==> src/rtl/tap_controller_if.sv <==
// Serial scan pins and boundary-register control bundle for the IEEE 1149.1 TAP controller.
// master = board/tester side driving TMS/TDI/BSR_SO; slave = controller.
interface tap_controller_if;
    logic       TMS;
    logic       TDI;
    logic       BSR_SO;
    logic       TDO;
    logic       TDO_En;
    logic       ShiftBR;
    logic       ClockBR;
    logic       UpdateBR;
    logic       ModeControl;
    logic [3:0] State;

    modport master (
        output TMS, TDI, BSR_SO,
        input  TDO, TDO_En, ShiftBR, ClockBR, UpdateBR, ModeControl, State
    );

    modport slave (
        input  TMS, TDI, BSR_SO,
        output TDO, TDO_En, ShiftBR, ClockBR, UpdateBR, ModeControl, State
    );
endinterface

==> src/rtl/tap_controller.sv <==
// IEEE 1149.1 TAP controller with 2-bit IR, bypass register and boundary-register control decode.
// FSM/IR shift/bypass update on posedge TCLK; TDO, TDO_En and active IR on negedge; no backpressure.
module tap_controller (
    input  logic           TCLK,
    input  logic           RstBar,
    tap_controller_if.slave tap
);

    typedef enum logic [3:0] {
        TLR   = 4'd0,
        RTI   = 4'd1,
        SELDR = 4'd2,
        CAPDR = 4'd3,
        SHDR  = 4'd4,
        EX1DR = 4'd5,
        PAUDR = 4'd6,
        EX2DR = 4'd7,
        UPDDR = 4'd8,
        SELIR = 4'd9,
        CAPIR = 4'd10,
        SHIR  = 4'd11,
        EX1IR = 4'd12,
        PAUIR = 4'd13,
        EX2IR = 4'd14,
        UPDIR = 4'd15
    } tap_state_e;

    tap_state_e state_q, state_d;
    logic [1:0] ir_sh_q, ir_sh_d;
    logic [1:0] ir_q, ir_d;
    logic       byp_q, byp_d;
    logic       tdo_q, tdo_d;
    logic       tdo_en_q, tdo_en_d;
    logic       bsr_sel;

    // Instructions 00/01 select the boundary register; 1x select bypass.
    assign bsr_sel = ~ir_q[1];

    always_comb begin
        state_d = state_q;
        case (state_q)
            TLR:     state_d = tap.TMS ? TLR   : RTI;
            RTI:     state_d = tap.TMS ? SELDR : RTI;
            SELDR:   state_d = tap.TMS ? SELIR : CAPDR;
            CAPDR:   state_d = tap.TMS ? EX1DR : SHDR;
            SHDR:    state_d = tap.TMS ? EX1DR : SHDR;
            EX1DR:   state_d = tap.TMS ? UPDDR : PAUDR;
            PAUDR:   state_d = tap.TMS ? EX2DR : PAUDR;
            EX2DR:   state_d = tap.TMS ? UPDDR : SHDR;
            UPDDR:   state_d = tap.TMS ? SELDR : RTI;
            SELIR:   state_d = tap.TMS ? TLR   : CAPIR;
            CAPIR:   state_d = tap.TMS ? EX1IR : SHIR;
            SHIR:    state_d = tap.TMS ? EX1IR : SHIR;
            EX1IR:   state_d = tap.TMS ? UPDIR : PAUIR;
            PAUIR:   state_d = tap.TMS ? EX2IR : PAUIR;
            EX2IR:   state_d = tap.TMS ? UPDIR : SHIR;
            UPDIR:   state_d = tap.TMS ? SELDR : RTI;
            default: state_d = TLR;
        endcase
    end

    always_comb begin
        ir_sh_d = ir_sh_q;
        byp_d   = byp_q;
        if (state_q == CAPIR) begin
            ir_sh_d = 2'b01;
        end else if (state_q == SHIR) begin
            ir_sh_d = {tap.TDI, ir_sh_q[1]};
        end
        if (!bsr_sel) begin
            if (state_q == CAPDR) begin
                byp_d = 1'b0;
            end else if (state_q == SHDR) begin
                byp_d = tap.TDI;
            end
        end
    end

    // Negedge-side values: TDO launches half a cycle after the shift edge.
    always_comb begin
        ir_d     = ir_q;
        tdo_d    = tdo_q;
        tdo_en_d = 1'b0;
        if (state_q == TLR) begin
            ir_d = 2'b11;
        end else if (state_q == UPDIR) begin
            ir_d = ir_sh_q;
        end
        if (state_q == SHIR) begin
            tdo_d    = ir_sh_q[0];
            tdo_en_d = 1'b1;
        end else if (state_q == SHDR) begin
            tdo_d    = bsr_sel ? tap.BSR_SO : byp_q;
            tdo_en_d = 1'b1;
        end
    end

    always_ff @(posedge TCLK or negedge RstBar) begin
        if (!RstBar) begin
            state_q <= TLR;
            ir_sh_q <= 2'b01;
            byp_q   <= 1'b0;
        end else begin
            state_q <= state_d;
            ir_sh_q <= ir_sh_d;
            byp_q   <= byp_d;
        end
    end

    always_ff @(negedge TCLK or negedge RstBar) begin
        if (!RstBar) begin
            ir_q     <= 2'b11;
            tdo_q    <= 1'b0;
            tdo_en_q <= 1'b0;
        end else begin
            ir_q     <= ir_d;
            tdo_q    <= tdo_d;
            tdo_en_q <= tdo_en_d;
        end
    end

    assign tap.State       = state_q;
    assign tap.TDO         = tdo_q;
    assign tap.TDO_En      = tdo_en_q;
    assign tap.ShiftBR     = (state_q == SHDR);
    assign tap.ClockBR     = ~(((state_q == CAPDR) || (state_q == SHDR)) && bsr_sel);
    assign tap.UpdateBR    = (state_q == UPDDR) && bsr_sel;
    assign tap.ModeControl = (ir_q == 2'b00);

endmodule

==> src/flat_wrapper.sv <==
// flat-port wrapper written by rule: the top's interface ports become plain ports
module tap_controller_flat 
  (TCLK, RstBar, tap_TMS, tap_TDI, tap_BSR_SO, tap_TDO, tap_TDO_En, tap_ShiftBR, tap_ClockBR, tap_UpdateBR, tap_ModeControl, tap_State);
  tap_controller_if tap_i ();
  input  logic TCLK;
  input  logic RstBar;
  input wire logic [$bits(tap_i.TMS)-1:0] tap_TMS;
  input wire logic [$bits(tap_i.TDI)-1:0] tap_TDI;
  input wire logic [$bits(tap_i.BSR_SO)-1:0] tap_BSR_SO;
  output wire logic [$bits(tap_i.TDO)-1:0] tap_TDO;
  output wire logic [$bits(tap_i.TDO_En)-1:0] tap_TDO_En;
  output wire logic [$bits(tap_i.ShiftBR)-1:0] tap_ShiftBR;
  output wire logic [$bits(tap_i.ClockBR)-1:0] tap_ClockBR;
  output wire logic [$bits(tap_i.UpdateBR)-1:0] tap_UpdateBR;
  output wire logic [$bits(tap_i.ModeControl)-1:0] tap_ModeControl;
  output wire logic [$bits(tap_i.State)-1:0] tap_State;
  assign tap_i.TMS = tap_TMS;
  assign tap_i.TDI = tap_TDI;
  assign tap_i.BSR_SO = tap_BSR_SO;
  assign tap_TDO = tap_i.TDO;
  assign tap_TDO_En = tap_i.TDO_En;
  assign tap_ShiftBR = tap_i.ShiftBR;
  assign tap_ClockBR = tap_i.ClockBR;
  assign tap_UpdateBR = tap_i.UpdateBR;
  assign tap_ModeControl = tap_i.ModeControl;
  assign tap_State = tap_i.State;
  tap_controller u_core (.TCLK(TCLK), .RstBar(RstBar), .tap(tap_i));
endmodule
==> config.mk <==
export PLATFORM = sky130hd
export DESIGN_NAME = tap_controller_flat
export DESIGN_NICKNAME = d
export VERILOG_FILES = /design/src/rtl/tap_controller_if.sv /design/src/rtl/tap_controller.sv /design/src/flat_wrapper.sv
export SDC_FILE = /design/constraint.sdc
export NUM_CORES = 1
export LEC_CHECK = 0
export ABC_AREA = 0
export CORE_MARGIN = 2
export CORE_UTILIZATION = 45
export CTS_BUF_LIST = sky130_fd_sc_hd__clkbuf_2 sky130_fd_sc_hd__clkbuf_4 sky130_fd_sc_hd__clkbuf_8
export DETAILED_ROUTE_END_ITERATION = 12
export PLACE_DENSITY = 0.75
export SYNTH_ARGS = -nofsm -noshare
export SYNTH_HDL_FRONTEND = slang
export SYNTH_SLANG_ARGS = --single-unit
export TNS_END_PERCENT = 5
==> constraint.sdc <==
create_clock -name TCLK -period 1.45 [get_ports TCLK]
set_clock_uncertainty 0.2 [all_clocks]
set_input_delay 0.2175 -clock TCLK [delete_from_list [all_inputs] [get_ports TCLK]]
set_output_delay 0.2175 -clock TCLK [all_outputs]
set_load 0.01 [all_outputs]
==> impl_results.md <==
- Top-count cell post-synth: nand2_1
- Post-layout instance area: 1120 um2
- Initial antenna violation count: 0
- Crit Path Class: reg -> out
- CTS tree: built
- Post-Route WL: 1980 um
- Post-Syn Instances: 80
- Synthesized cell area: 679 um2
- CTS H-tree depth: 1
- Total grt overflow: 0
- Area share of the largest cell type after synthesis: 0.221
- Crit path to: tap_ModeControl
- Seq/Total Area, Yosys: 0.411
- N_diodes: 0
- Dpl cell area: 1010 um2
- Final hold viol count: 0
- DRC Markers: 0
- Top post-synthesis cells by area: dfrtp_1, dfstp_2, dfrtn_1
- Core Region: 1450 um2
- Violated checks: setup timing
- Max cap viols: 0
- Status: complete, but fails checks
- Worst R2R Setup Slack: -0.74 ns
- Max VDD drop: 1.24 mV
- Crit path capture type: output port
- Ys Warns: 0
- Via-to-Cell Ratio: 5.57
- Starting Density: 0.467
- Total GRT Usage: 0.239
- Num rows: 14
- Max Slew Vio Count: 0
- Die area: 1840 um2
- Die Ht: 42.9 um
- Hold Crit Class: in -> async
- Post-route ant nets: 0
- RSZ-0062 raised after global routing: true
- Worst endpoint data arrival time: 1.85 ns
- Setup WS post-layout: -0.820 ns
- Largest net degree at the start of global routing: 13
- CTS Buffer Depth: 2
- Hold-fix buffers, CTS: 0
- Post-DP HPWL: 1410 um
- Worst-path fanout max: 3
- Clock Latency Late Sink: 0.33 ns
- Normalized max-slew margin: 0.845
- Root buffer cell: clkbuf_4
- R2r endpoint: u_core.byp_q
- Vias in the first global route: 703
- Syn_area_per_cell: 8.49 um2
- Commonest cells in the netlist: nand2_1, o21ai_0, a21oi_1
- Die X: 42.9 um
- Num CTS Buffers: 3
- FF+latch count, synth: 11
- Clock sinks: 11
- Tightest Pin Transition: 0.231 ns
- Vias: 757
- WL/cell: 14.6 um
- EDFF count, synth: 0
- Post-synth top area cell: dfrtp_1
- Syn nets: 85
- Synth async-reset ratio: 1.00
- I/O Buffers: 14
- Ratio of cells with drive above 1 in the final layout: 0.492
- Area growth syn-to-layout: 65.0%
- PwrDens: 2360 nW/um2
- DRT Pass-1 Iters: 4
- Nets@finish: 126
- Placer Congestion: 0.821
- Main synth FF type: dfrtp_1
- Setup TNS: -6.92 ns
- Starting DRC count in detailed routing: 8
- I/O pin cnt: 15
- FF-to-FF path depth: 5
- Library cells used by synthesis: 29
- Clock-pin transition on the worst setup and hold timing paths: 0.08 ns
- Setup violators final: 16
- Leakage Power: 0.000514 uW
- CP startpoint: u_core.ir_q[1]
- First-pass GRT wire length: 3180 um
- RR Startpoint: u_core.ir_q[1]
- Critical Path Source Type: flip-flop
- Critical Path RT: 1.03 ns
## power by group
group	leakage, uW	switching, uW	internal, uW
sequential	0.000127	137	487
combinational	0.000361	832	960
clock	0.0000260	127	107
## cell type report
class / count / area [um2]
multi-input combinational: 58 / 397
timing repair buffer: 41 / 370
fill: 106 / 333
sequential: 11 / 283
clock buffer: 3 / 22.5
tap: 16 / 20.0
inverter: 4 / 17.5
clock inverter: 3 / 11.3
## worst min path at each step
stage | endpoint | slack, ns | cells after the start
2_1_floorplan | u_core.byp_q | -0.28 | 0
3_3_place_gp | u_core.ir_sh_q[0] | 0.28 | 2
3_5_place_dp | u_core.byp_q | 0.29 | 1
4_1_cts | u_core.byp_q | 0.13 | 2
5_1_grt | u_core.byp_q | 0.16 | 2
6_report | u_core.byp_q | 0.13 | 2
## cell families (layout without fill, tap and decap cells)
| group | Yosys count | count (layout) | synth area share |
|---|---|---|---|
| XOR/XNOR | 1 | 1 | 0.0129 |
| buffers and inverters | 11 | 51 | 0.0700 |
| AND/OR/NAND/NOR | 27 | 27 | 0.221 |
| flip-flops | 11 | 11 | 0.411 |
| multiplexers | 2 | 2 | 0.0313 |
| AO/OA/AOI/OAI | 28 | 28 | 0.254 |
## through the flow
step | worst slack, ns | util | instances | hold slack [ns] | power [uW]
2_1_floorplan | -0.853 | - | 80 | -0.278 | 1370
3_3_place_gp | -0.917 | 0.697 | 129 | 0.281 | 2110
3_5_place_dp | -0.984 | 0.697 | 129 | 0.286 | 2170
4_1_cts | -0.838 | 0.734 | 135 | 0.131 | 2510
5_1_grt | -0.860 | 0.771 | 136 | 0.165 | 2840
6_report | -0.820 | 0.771 | 136 | 0.132 | 2650
## cells in the final DEF (no fill, tap or decap), types with 3 or more instances in the layout
cell type	n
clkbuf_4	3
a22oi_1	3
clkdlybuf4s50_1	4
buf_6	14
o21ai_0	6
buf_2	5
a21oi_1	8
dfrtp_1	3
inv_1	5
nand2_1	9
dfstp_2	3
buf_4	17
o21ai_1	3
dfrtp_2	3
## critical path, cell delays in order, from the launching register on
cell and delay (ns):
dfstp_2 0.55, buf_6 0.11, nor2_4 0.03, buf_6 0.11
## per-layer routing
metal,vias to the layer above,track usage,wire length [um]
li1,370,-,-
met1,363,0.323,918
met2,22,0.370,965
met3,2,0.0383,81
met4,0,0.113,19
met5,-,0,0
## registers in the layout (all words and copies together) (netlist names)
name,cells
u_core.ir_q,2
u_core.tap.TDO_En,1
u_core.byp_q,1
u_core.ir_sh_q,2
u_core.tap.TDO,1
u_core.tap.State,4
## repair_timing
action / CTS / global route
pin swaps: 6 / 1
endpoints found under the setup margin: 19 / 20
resized for setup: 58 / 13
endpoints found under the hold margin: 0 / 0
buffers inserted: 1 / 1
Note: power is estimated with default switching activity, not from simulation.
